<file path="config.mk">
export PLATFORM = sky130hd
export DESIGN_NAME = link_rx_packer
export DESIGN_NICKNAME = d
export VERILOG_FILES = /design/src/rtl/link_rx_packer.sv
export SDC_FILE = /design/constraint.sdc
export NUM_CORES = 1
export LEC_CHECK = 0
export ABC_AREA = 1
export CORE_MARGIN = 5
export CORE_UTILIZATION = 58
export CTS_CLUSTER_SIZE = 12
export DETAILED_ROUTE_END_ITERATION = 7
export PLACE_DENSITY = 0.79
export SLEW_MARGIN = 10
export SYNTH_ARGS = -nofsm -noshare
export SYNTH_HDL_FRONTEND = slang
export SYNTH_SLANG_ARGS = --single-unit
</file>
<file path="constraint.sdc">
create_clock -name clk -period 3.72 [get_ports clk]
set_input_delay 0.558 -clock clk [delete_from_list [all_inputs] [get_ports clk]]
set_output_delay 0.558 -clock clk [all_outputs]
set_load 0.01 [all_outputs]
</file>
<file path="src/rtl/link_rx_packer.sv">
// Receiver for the 4-phase req/ack byte link: packs bytes (first byte lowest)
// into words, buffers them in a small FIFO and drains it over valid/ready.
module link_rx_packer #(
    parameter int BYTES_PER_WORD = 4,
    parameter int FIFO_DEPTH     = 4,
    localparam int WORD_W        = 8 * BYTES_PER_WORD,
    localparam int LEVEL_W       = $clog2(FIFO_DEPTH) + 1
) (
    input  logic               clk,
    input  logic               rst,
    input  logic               req,
    input  logic [7:0]         data_in,
    output logic               ack,
    output logic [WORD_W-1:0]  word_out,
    output logic               word_valid,
    input  logic               word_ready,
    output logic [LEVEL_W-1:0] fifo_level,
    output logic [7:0]         byte_count
);
    localparam int LANE_W = $clog2(BYTES_PER_WORD);
    localparam int ADDR_W = $clog2(FIFO_DEPTH);
    localparam logic [LANE_W-1:0] LAST_LANE = LANE_W'(BYTES_PER_WORD - 1);

    typedef enum logic {WAIT_REQ, ACK_HI} state_t;

    state_t              state_reg, state_next;
    logic [LANE_W-1:0]   lane_reg;
    logic [7:0]          byte_count_reg;
    logic [WORD_W-1:0]   word_assembled;
    logic [WORD_W-1:0]   mem [FIFO_DEPTH];
    logic [ADDR_W-1:0]   wr_ptr_reg, rd_ptr_reg;
    logic [LEVEL_W-1:0]  level_reg;
    logic                fifo_full, last_lane, can_accept, capture, push, pop;

    // Full is the pre-edge flag: a pop on the same edge cannot make room for the last byte.
    assign fifo_full  = (level_reg == LEVEL_W'(FIFO_DEPTH));
    assign last_lane  = (lane_reg == LAST_LANE);
    assign can_accept = !last_lane || !fifo_full;
    assign push       = capture && last_lane;
    assign pop        = (level_reg != '0) && word_ready;

    always_ff @(posedge clk or negedge rst) begin
        if (!rst) state_reg <= WAIT_REQ;
        else      state_reg <= state_next;
    end

    always_comb begin
        state_next = state_reg;
        capture    = 1'b0;
        case (state_reg)
            WAIT_REQ: begin
                if (req && can_accept) begin
                    capture    = 1'b1;
                    state_next = ACK_HI;
                end
            end
            ACK_HI: begin
                if (!req) state_next = WAIT_REQ;
            end
            default: state_next = WAIT_REQ;
        endcase
    end

    // One byte register per lane; the lane being captured is bypassed so the
    // final byte reaches the FIFO on its own capture edge.
    for (genvar gi = 0; gi < BYTES_PER_WORD; gi++) begin : g_lane
        logic [7:0] byte_reg;

        assign word_assembled[8*gi +: 8] = (lane_reg == LANE_W'(gi)) ? data_in : byte_reg;

        always_ff @(posedge clk or negedge rst) begin
            if (!rst)                                    byte_reg <= '0;
            else if (push)                               byte_reg <= '0;
            else if (capture && lane_reg == LANE_W'(gi)) byte_reg <= data_in;
        end
    end

    always_ff @(posedge clk or negedge rst) begin
        if (!rst) begin
            lane_reg       <= '0;
            byte_count_reg <= '0;
        end else if (capture) begin
            lane_reg       <= last_lane ? '0 : lane_reg + LANE_W'(1);
            byte_count_reg <= byte_count_reg + 8'd1;
        end
    end

    always_ff @(posedge clk) begin
        if (push) mem[wr_ptr_reg] <= word_assembled;
    end

    always_ff @(posedge clk or negedge rst) begin
        if (!rst) begin
            wr_ptr_reg <= '0;
            rd_ptr_reg <= '0;
            level_reg  <= '0;
        end else begin
            if (push) wr_ptr_reg <= wr_ptr_reg + ADDR_W'(1);
            if (pop)  rd_ptr_reg <= rd_ptr_reg + ADDR_W'(1);
            case ({push, pop})
                2'b10:   level_reg <= level_reg + LEVEL_W'(1);
                2'b01:   level_reg <= level_reg - LEVEL_W'(1);
                default: level_reg <= level_reg;
            endcase
        end
    end

    assign ack        = (state_reg == ACK_HI);
    assign word_out   = mem[rd_ptr_reg];
    assign word_valid = (level_reg != '0);
    assign fifo_level = level_reg;
    assign byte_count = byte_count_reg;
endmodule

</file>
==> flow_summary.yaml, run 1 <==
run_status:
  outcome: "completed"
yosys:
  synth_cells: 624
  synth_seq_cells: 170
  yosysWarnings: 0
  syn_area_um2: 7160
  ys_seq_area_frac: 0.684
  syn-num-nets: 647
  ys_types: 28
  syn_avg_cell_area_um2: 11.5
clock_tree:
  cts_root_buf: "clkbuf_16"
  htree_levels: 4
  cts_sinks: 170
  clockBufferDepth: 2
  cts_buffers: 17
  cts.clk_slew.worst_paths_ns: 0.06
  post-cts-setup-buffers: 0
  cts_resized: 0
  ctsHoldBuffers: 0
  clkLatencyLatePin_ns: 0.43
  cts_tree: "yes"
place:
  io_buffers: 56
  place_ws_ns: 1.10
  dpl_cell_area_um2: 7800
  hpwlAfterDp_um: 9530
  gp_congestion: 0.884
global_routing:
  first_global_vias: 4893
  grt_overflow_total: 0
  grt_max_degree: 66
  grt_pass1_wl_um: 24900
  antenna_found_initial: 0
  track_usage: 0.223
final_layout:
  regArea_um2: 4900
  diodes: 0
  drive_gt1_frac: 0.0926
  area_growth_pct: 16.9
  final_nets: 701
  multiInputGateArea_um2: 1940
  largest_reg_flops: 128
  fin_area_um2: 8370
  fillers: 875
critical_path:
  worstPathRequired_ns: 3.16
  cpPeakStageDelay_ns: 0.58
  cp-start-kind: "flip-flop"
  crit_type: "flip-flop to primary output"
  worstPathMaxFanout: 18
  cp_cell_sequence: "inv_1 > buf_4 > o21ai_0 > o22ai_1 > clkdlybuf4s50_1"
  cp_slowest_cell: "clkdlybuf4s50_1"
  cp_top_family: "buffers and inverters"
  cp_num_buf_inv: 3
  arrival_ns: 2.43
  critPathCaptureType: "primary output"
drt:
  first_iter_violations: 416
  via_per_inst: 5.58
  dr.pass1.iters: 5
  finalWirelength_um: 15400
  routedWlPerCell_um: 17.9
  drtAntennaViolNets: 0
  drc: 0
  num_vias: 4797
sta:
  worst_slew_pin_slew_ns: 0.988
  slew_viol_final: 0
  slew_headroom: 0.341
  hold_viol_final: 0
  rsz0062_at_grt: "false"
  fmax_mhz: 335
  period_minus_slack_ns: 2.99
  setup_tns_ns: 0
  fin_worst_skew_ns: 0.00914
  setup_viol: 0
  finalWorstSetupSlack_ns: 0.734
  period_share: 0.803
floorplan:
  initial_core_util: 0.593
  core_um2: 12100
  dieArea_um2: 14700
  fp-row-count: 40
  die_h_um: 121
  ios: 57
  dieWidth_um: 121
power_and_ir_drop:
  p_leak_nw: 3.25
  switching_share: 0.344
  power_mw: 6.95
  intPower_mw: 4.56
  p_sw_mw: 2.39
  comb_power_share: 0.368
  pwr-share-seq: 0.386
  ir_worst_vdd_mv: 0.370
  clkPwrFrac: 0.246
  p_per_area_nw_per_um2: 831
flow_run:
  max_cap_viol_count: 0
min_path:
  hold_class: "primary input to async pin"
[cells in the mapped netlist, drive strengths merged]
library cell / instances / area [um2]
nand2: 154 / 598
edfxtp: 128 / 3840
o21ai: 94 / 493
nor2: 79 / 320
dfrtp: 42 / 1050
inv: 34 / 128
o22ai: 32 / 200
buf: 21 / 179
nand3: 12 / 100
ha: 10 / 125
clkbuf: 8 / 30.0
xnor2: 3 / 26.3
xor2: 3 / 26.3
a21oi: 2 / 10.0
fa: 1 / 20.0
or2: 1 / 6.26
[routing by layer]
layer	track usage	wire, um	part of all wire	up-vias
met3	0.0573	971	0.063	27
li1	-	-	-	2251
met1	0.282	6270	0.41	2345
met2	0.377	7860	0.51	174
met5	0	0	0	-
met4	0.0751	254	0.017	0
[kinds of logic (layout without fill, tap and decap cells)]
group | Yosys count | count (layout) | share of synthesized area
buffers and inverters | 63 | 130 | 0.0470
and+or+nand+nor | 246 | 246 | 0.143
AOI/OAI and AO/OA | 128 | 128 | 0.0983
adders and majority gates | 11 | 11 | 0.0203
DFF | 170 | 170 | 0.684
xor gates and xnor gates | 6 | 6 | 0.00734
[power groups by stage]
stage / registers (mW) / clock network, mW / logic, mW
after detailed placement: 2.71 / 0 / 2.54
after CTS: 2.68 / 1.73 / 2.57
final: 2.68 / 1.71 / 2.56
after global placement: 2.70 / 0 / 2.47
after global routing: 2.71 / 1.81 / 2.83
after floorplan: 2.69 / 0 / 1.56
[worst register-to-register path, cell delays in order, from the launching register on]
cell,delay [ns]
dfrtp_1,0.41
ha_1,0.40
nand3_4,0.33
ha_1,0.19
inv_1,0.06
fa_1,0.37
or2_2,0.30
nand2_1,0.08
xor2_1,0.14
[through the flow]
step                instances  hold WS, ns   util
floorplan                 624        0.262      -
global placement          827        0.467  0.646
detailed placement        827        0.473  0.646
CTS                       859        0.308  0.694
global route              859        0.358  0.694
finish                    859        0.290  0.694
[cell usage in the layout (no fill, tap or decap), types with 2 or more instances in the layout]
master,instances
inv_2,6
xor2_1,3
bufinv_16,3
clkinv_2,5
clkdlybuf4s50_1,55
clkbuf_1,5
nand2_2,2
nor2_1,73
nand3_4,2
nand2_4,2
nand2_1,150
o21ai_0,87
nand3_2,3
o22ai_1,32
nand3_1,7
buf_4,7
dfrtp_1,41
inv_1,28
clkbuf_16,17
o21ai_2,6
nor2_2,4
edfxtp_1,128
a21oi_1,2
ha_1,10
xnor2_1,3
[cell type report]
class	instances	share of cell area
Clock buffer	22	0.0531
Multi-Input combinational cell	391	0.231
Sequential cell	170	0.585
Tap cell	168	0.0251
Inverter	34	0.0153
Timing Repair Buffer	64	0.0751
Clock inverter	10	0.0151
[worst paths after layout]
kind	startpoint	end	slack (ns)	depth (start not counted)
worst min register to register	g_lane[2].byte_reg[6]	g_lane[2].byte_reg[6]	0.49	2
worst max-delay path	rd_ptr_reg[1]	word_out[28]	0.73	5
max in group asynchronous	rst	rd_ptr_reg[0]	2.74	1
min in group clk	g_lane[2].byte_reg[6]	g_lane[2].byte_reg[6]	0.49	2
worst max register to register	lane_reg[1]	fifo_level[2]	1.36	8
worst min-delay path	rst	byte_count[0]	0.29	1
Note: power is estimated with default switching activity, not from simulation.
==> run 2, diff against run 1 <==
Settings changed: CORE_UTILIZATION 58 to 52, PLACE_DENSITY 0.79 to 0.75.
Clock period 3.72 ns to 2.7 ns, I/O delays scaled along.
==> flow_summary.yaml, run 2 (synthesis results as in run 1) <==
sta:
  worst_hold_slack_ns: 0.124
  period_share: 0.957
  slew_viol_final: 0
  period_minus_slack_ns: 2.58
  worst_slew_pin_slew_ns: 0.951
  setup_viol: 0
  fin_worst_skew_ns: 0.0127
  setup_tns_ns: 0
  fmax_mhz: 387
  rsz0062_at_grt: "false"
  slew_headroom: 0.366
  hold_viol_final: 0
critical_path:
  arrival_ns: 2.18
  cp-start-kind: "flip-flop"
  cp_num_buf_inv: 3
  cp_slowest_cell: "clkdlybuf4s50_1"
  cp_cell_sequence: "inv_4 > buf_4 > nor2_1 > o22ai_1 > clkdlybuf4s50_1"
  worstPathRequired_ns: 2.30
  cpPeakStageDelay_ns: 0.56
  cp_top_family: "buffers and inverters"
  crit_type: "flip-flop to primary output"
  worstPathMaxFanout: 24
  critPathCaptureType: "primary output"
drt:
  finalWirelength_um: 15400
  via_per_inst: 5.53
  dr.pass1.iters: 4
  routedWlPerCell_um: 17.6
  drc: 0
  first_iter_violations: 363
  num_vias: 4840
  drtAntennaViolNets: 0
power_and_ir_drop:
  p_per_area_nw_per_um2: 1150
  ir_worst_vdd_mv: 0.542
  p_leak_nw: 3.34
global_routing:
  grt_overflow_total: 0
  track_usage: 0.195
  antenna_found_initial: 0
  grt_pass1_wl_um: 24300
  grt_max_degree: 46
  first_global_vias: 4757
clock_tree:
  cts.clk_slew.worst_paths_ns: 0.06
  ctsHoldBuffers: 0
  clockBufferDepth: 2
  post-cts-setup-buffers: 0
  cts_sinks: 170
  cts_root_buf: "clkbuf_16"
  cts_tree: "yes"
  clkLatencyLatePin_ns: 0.43
  htree_levels: 4
  cts_buffers: 17
place:
  dpl_cell_area_um2: 7930
  io_buffers: 56
  hpwlAfterDp_um: 9640
  placedCellCount: 844
  gp_congestion: 0.855
run_status:
  outcome: "completed"
final_layout:
  final_nets: 710
  fillers: 987
  fin_area_um2: 8570
  largest_reg_flops: 128
  area_growth_pct: 19.8
  diodes: 0
  stdcell_count: 876
  fin_util: 0.642
  final_common_cell: "nand2_1"
  drive_gt1_frac: 0.110
  layout_common_cells: "150 x nand2_1, 128 x edfxtp_1, 87 x o21ai_0"
floorplan:
  core_um2: 13300
  initial_core_util: 0.536
  die_h_um: 127
  dieWidth_um: 127
  fp-row-count: 42
  dieArea_um2: 16200
  ios: 57
flow_run:
  max_cap_viol_count: 0
min_path:
  hold_class: "primary input to async pin"
-- run 2: changes by cell type in the layout (fill, tap and decap cells not counted), sizes merged --
cell and delta:
buf +9, clkinv -3, clkbuf +1, clkinvlp +1, inv +1
-- run 2: what timing repair did --
item / CTS / global route
resized for setup: 1 / 1
endpoints found under the hold margin: 0 / 0
cloned: 0 / 0
endpoints found under the setup margin: 4 / 11
-- run 2: final timing paths --
check	startpoint	endpoint	slack, ns	cells past startpoint
worst max-delay path	rd_ptr_reg[0]	word_out[10]	0.12	5
worst min-delay path	rst	byte_count[6]	0.12	1
worst max register to register	lane_reg[0]	fifo_level[2]	0.51	8
worst min register to register	g_lane[1].byte_reg[2]	g_lane[1].byte_reg[2]	0.49	2
max in group asynchronous	rst	rd_ptr_reg[0]	1.92	1
min in group clk	g_lane[1].byte_reg[2]	g_lane[1].byte_reg[2]	0.49	2
-- run 2: through the flow --
step / power, mW / setup WS, ns
6_report: 9.88 / 0.115
5_1_grt: 10.4 / 0.00701
3_3_place_gp: 7.19 / 0.435
2_1_floorplan: 5.86 / -0.0342
4_1_cts: 9.91 / 0.0367
3_5_place_dp: 7.31 / 0.370
-- run 2: area by class of cell --
cell class	count	area, um2	share of cell area
Tap cell	176	220	0.0257
Clock inverter	9	131	0.0153
Timing Repair Buffer	73	749	0.0874
Clock buffer	23	510	0.0595
Multi-Input combinational cell	391	1940	0.226
Inverter	34	130	0.0152
Sequential cell	170	4900	0.571
-- run 2: per-layer routing --
| metal | wire (um) | part of all wire | global-route usage | vias up |
|---|---|---|---|---|
| li1 | - | - | - | 2272 |
| met1 | 6300 | 0.41 | 0.245 | 2351 |
| met2 | 7800 | 0.51 | 0.323 | 195 |
| met3 | 1110 | 0.072 | 0.0543 | 22 |
| met4 | 206 | 0.013 | 0.0751 | 0 |
| met5 | 0 | 0 | 0 | - |
-- run 2: power by group --
part,leakage (nW),internal [mW],switching [mW]
sequential,1.69,3.45,0.242
combinational,1.33,1.45,2.17
clock,0.311,1.62,0.956
total,3.34,6.52,3.37
==> patch 1: new RTL, settings of run 2 <==
Register the output `fifo_level` once more; this adds one clock of latency there. The other outputs are not delayed to match.
--- a/src/rtl/link_rx_packer.sv
+++ b/src/rtl/link_rx_packer.sv
@@ -108,7 +108,9 @@
     assign ack        = (state_reg == ACK_HI);
     assign word_out   = mem[rd_ptr_reg];
     assign word_valid = (level_reg != '0);
-    assign fifo_level = level_reg;
+    always_ff @(posedge clk) begin
+        fifo_level <= level_reg;
+    end
     assign byte_count = byte_count_reg;
 endmodule
 
Behaviour: not the same (Yosys sat finds a counterexample within 10 cycles, from zero or initial values and one cycle with rst low).
==> patch 1 against run 2 <==
- register-to-register slack better by 0.03 ns
- setup slack worse by 0.034 ns
- area after synthesis is 0.84% higher
- die area is 0.77% higher
- sequential power is 2% higher
- synthesized cell count is 0.48% higher
- power is 1.6% lower
- combinational power is 1% lower
- core utilization is 2.0 points lower
- sequential cell count is 3 higher
- cell area is 0.35% lower
- global-route usage is 0.63 points higher
- wire length is 0.39% higher
- non-clock buffer count is 1 lower
==> patch 1: results (changes against run 2) <==
[pwr]
total_leakage_power_nw=3.33  ; -0.10%
peakVddDrop_mv=0.617  ; +14%

[status]
status=completed

[synthesis]
synth_area_leaders=edfxtp_1 53%, dfrtp_1 15%, nand2_1 7.8%
async_flop_share_pct=24.3  ; -0.43 points
synth_nets=650  ; +0.46%
ys_types=29  ; +3.6%
ys_seq_area_share_pct=68.7  ; +0.26 points

[clocking]
cts_buffers=17  ; unchanged
cts_root_buf=clkbuf_16

[global_routing]
antenna_found_initial=0  ; unchanged
use_met1_pct=26.4  ; +1.9 points
grt_max_degree=47  ; +2.2%
use_met3_pct=5.83  ; +0.41 points
use_met2_pct=32.4  ; +0.14 points
grt_pass1_wl_um=25300  ; +4.0%
grt_pass1_vias=4866  ; +2.3%
grt.total_usage_pct=20.1  ; +0.63 points

[routing]
vias_per_cell=5.52  ; about the same
dr.pass1.iters=5  ; +1
drt-initial-drc-count=533  ; +47%
routed_wl_um=15500  ; +0.39%

[setup_path]
cp_max_fo=23  ; -4.2%
worstPathArrival_ns=2.21  ; +0.03 ns

[sta]
finClkSkew_ns=0.00733  ; -0.00539 ns
worst_pin_slew_ns=0.951  ; -0.000629 ns

[placed_design]
dp_slack_ns=0.346  ; -0.0237 ns
numPortBuffers=56  ; unchanged
place_congestion=0.862  ; +0.82%
hpwl_um=9840  ; +2.1%

[finish]
n_fill_cell=1004  ; +1.7%
fin_nets=712  ; +0.28%
drive_gt1_share_pct=10.7  ; -0.32 points

patch 1: cell families after synthesis:
| kind of cell | count (synthesis) | share of synthesized area, % |
|---|---|---|
| simple gates | 246 | 14.2 |
| flops | 173 | 68.7 |
| compound gates | 128 | 9.74 |
| buf+inv | 63 | 4.66 |
| fa+ha+maj | 11 | 2.01 |
| xor+xnor | 6 | 0.728 |
patch 1: timing repair:
item	CTS	global route
setup endpoints to repair	10	21
setup buffers	0	1
gates resized for setup	1	2
patch 1: final timing paths:
kind,from,endpoint,slack (ns),depth (start not counted)
setup / recovery,rd_ptr_reg[1],word_out[13],0.08,5
hold / removal,rst,byte_count[7],0.13,1
setup reg to reg,lane_reg[0],level_reg[2],0.54,8
hold reg to reg,g_lane[0].byte_reg[6],g_lane[0].byte_reg[6],0.48,2
max in group asynchronous,rst,rd_ptr_reg[0],1.87,1
min in group clk,g_lane[0].byte_reg[6],g_lane[0].byte_reg[6],0.48,2
patch 1: area by class of cell:
class	instances	share of cell area, %
repair buffers	72	8.44
flip-flops and latches	173	58.0
clock buffers	21	5.39
multi-input cells	391	22.7
well taps	180	2.64
clock inverters	11	1.35
inverters	34	1.49
patch 1: layer usage:
layer	vias to the layer above	routed length, um
met5	-	0
met4	0	301
met3	28	1060
met2	193	7480
met1	2376	6620
li1	2275	-
patch 1: power by group:
| group | switching, mW | internal [mW] |
|---|---|---|
| clock network | 0.960 | 1.41 |
| registers | 0.248 | 3.53 |
| logic | 2.13 | 1.46 |
patch 1: metrics by stage:
| step | cells | area (sq um) |
|---|---|---|
| global placement | 849 | 7950 |
| finish | 882 | 8540 |
| floorplan | 627 | 7220 |
| global route | 882 | 8540 |
| CTS | 881 | 8530 |
| detailed placement | 849 | 7950 |
patch 1: worst max-delay path, cell delays in order, from the launching register on:
cell	delay, ns
dfrtp_1	0.37
inv_1	0.32
buf_12	0.22
o21ai_0	0.11
o22ai_1	0.19
clkdlybuf4s50_1	0.58
==> patch 2: new RTL, config.mk and constraints of run 2 <==
Made on the original files. `BYTES_PER_WORD`: 4 -> 8.
--- a/src/rtl/link_rx_packer.sv
+++ b/src/rtl/link_rx_packer.sv
@@ -1,7 +1,7 @@
 // Receiver for the 4-phase req/ack byte link: packs bytes (first byte lowest)
 // into words, buffers them in a small FIFO and drains it over valid/ready.
 module link_rx_packer #(
-    parameter int BYTES_PER_WORD = 4,
+    parameter int BYTES_PER_WORD = 8,
     parameter int FIFO_DEPTH     = 4,
     localparam int WORD_W        = 8 * BYTES_PER_WORD,
     localparam int LEVEL_W       = $clog2(FIFO_DEPTH) + 1
Ports: changed (resized word_out); port bits go from 57 to 89. No check against the original RTL was run, so the function may have changed too.
==> patch 2 against run 2 <==
- first-iteration DRC count increased to 2.5 times the old value
- combinational power increased by 78%
- cell area increased by 86%
- critical path depth unchanged
- setup slack got worse by 0.096 ns
- area after synthesis increased by 86%
- die area increased by 78%
- wire length increased by 110%
- sequential cell count increased by 161
- power increased by 82%
- highest routed layer unchanged
==> patch 2: results (changes against run 2) <==
[synthesis]
async_flop_share_pct=22.7  ; -2.0 points
ys_types=25  ; -11%
synth_xor_area_share_pct=0.461  ; -0.27 points
synth_edf_count=256  ; +100%
synth_area_leaders=edfxtp_1 58%, dfrtp_1 14%, o21ai_0 8.8%
synth_compound_area_share_pct=12.3  ; +2.5 points
synth_fa_ha_area_share_pct=1.28  ; -0.75 points
synth_nets=1129  ; +74%
netlist_top_cells_count=256 x edfxtp_1, 233 x o21ai_0, 175 x nand2_1, 140 x nor2_1, 75 x dfrtp_1

[global_routing]
grt_pass1_wl_um=47800  ; +97%
grt_pass1_vias=8590  ; +81%
use_met3_pct=3.60  ; -1.8 points
grt.total_usage_pct=21.4  ; +1.9 points
use_met1_pct=29.7  ; +5.2 points
grt_max_degree=66  ; +43%
use_met2_pct=34.9  ; +2.7 points

[setup_path]
critPathMaxStageDelay_ns=0.58  ; +0.02 ns
worstPathArrival_ns=2.28  ; +0.10 ns
r2r_setup_slack_ns=0.45  ; -0.06 ns

[routing]
wl_met1_um=13200  ; +110%
wl_per_cell_um=20.4  ; +16%
vias=8929  ; +84%
routed-wl-met2_um=15400  ; +97%
met3WireLength_um=2300  ; +110%

[finish]
drive_gt1_share_pct=7.86  ; -3.1 points
n_fill_cell=1840  ; +86%
largest_reg_flops=256  ; +100%
final_cells=1552  ; +77%
fin_nets=1224  ; +72%

[clocking]
clk_latency_ns=0.51  ; +0.08 ns
ctsLongestPathBuffers=3  ; +1

[sta]
finClkSkew_ns=0.0102  ; -0.00255 ns
holdWs_ns=0.482  ; +0.358 ns
worst_pin_slew_ns=0.763  ; -0.188 ns

[pwr]
p_per_area_mw_per_mm2=1130  ; -2.2%
peakVddDrop_mv=0.547  ; +1.1%
total_leakage_power_nw=6.21  ; +86%

[status]
status=completed

[placed_design]
hpwl_um=17200  ; +79%
dp_slack_ns=0.350  ; -0.0202 ns
postPlaceCellArea_sq_mm=0.0146  ; +85%
dp_cells=1486  ; +76%
numPortBuffers=88  ; +57%

==> patch 2: cells by family (layout without fill, tap and decap cells) <==
logic type                 after synthesis  count (layout)
adders and majority gates               13              13
buffers and inverters                  101             219
AOI/OAI and AO/OA                      312             312
and+or+nand+nor                        340             340
DFF                                    331             331
xor gates and xnor gates                 7               7
==> patch 2: repair_timing <==
| item | in CTS | in global routing |
|---|---|---|
| buffers inserted | 0 | 0 |
| cloned | 3 | 2 |
| setup endpoints to repair | 58 | 45 |
| pin swaps | 0 | 5 |
| gates resized for setup | 27 | 39 |
| hold endpoints to repair | 26 | 0 |
| hold buffers | 1 | 0 |
==> patch 2: worst max-delay path: cells and delay by family (launching register included) <==
family / cells / cell delay (ns)
compound gates: 2 / 0.27
buf+inv: 3 / 0.92
flops: 1 / 0.57
==> patch 2: area by class of cell <==
| cell class | instances | area share (%) |
|---|---|---|
| clock buffers | 53 | 6.32 |
| clock inverters | 7 | 0.338 |
| well taps | 330 | 2.59 |
| flip-flops and latches | 331 | 60.1 |
| multi-input cells | 672 | 20.7 |
| repair buffers | 118 | 8.94 |
| inverters | 41 | 1.01 |
==> patch 2: power breakdown <==
group | leakage [nW] | internal [mW] | total, mW | switching (mW)
clock | 0.513 | 2.65 | 4.45 | 1.80
combinational | 2.42 | 2.46 | 6.44 | 3.99
sequential | 3.27 | 6.67 | 7.06 | 0.386
==> patch 2: path summary, 6_finish.rpt <==
kind | depth (start not counted) | from | to
min | 3 | req | ack
max reg2reg | 10 | lane_reg[0] | fifo_level[2]
max in group asynchronous | 3 | rst | lane_reg[2]
max | 5 | rd_ptr_reg[0] | word_out[28]
min in group asynchronous | 2 | rst | byte_count[4]
min reg2reg | 2 | g_lane[0].byte_reg[4] | g_lane[0].byte_reg[4]
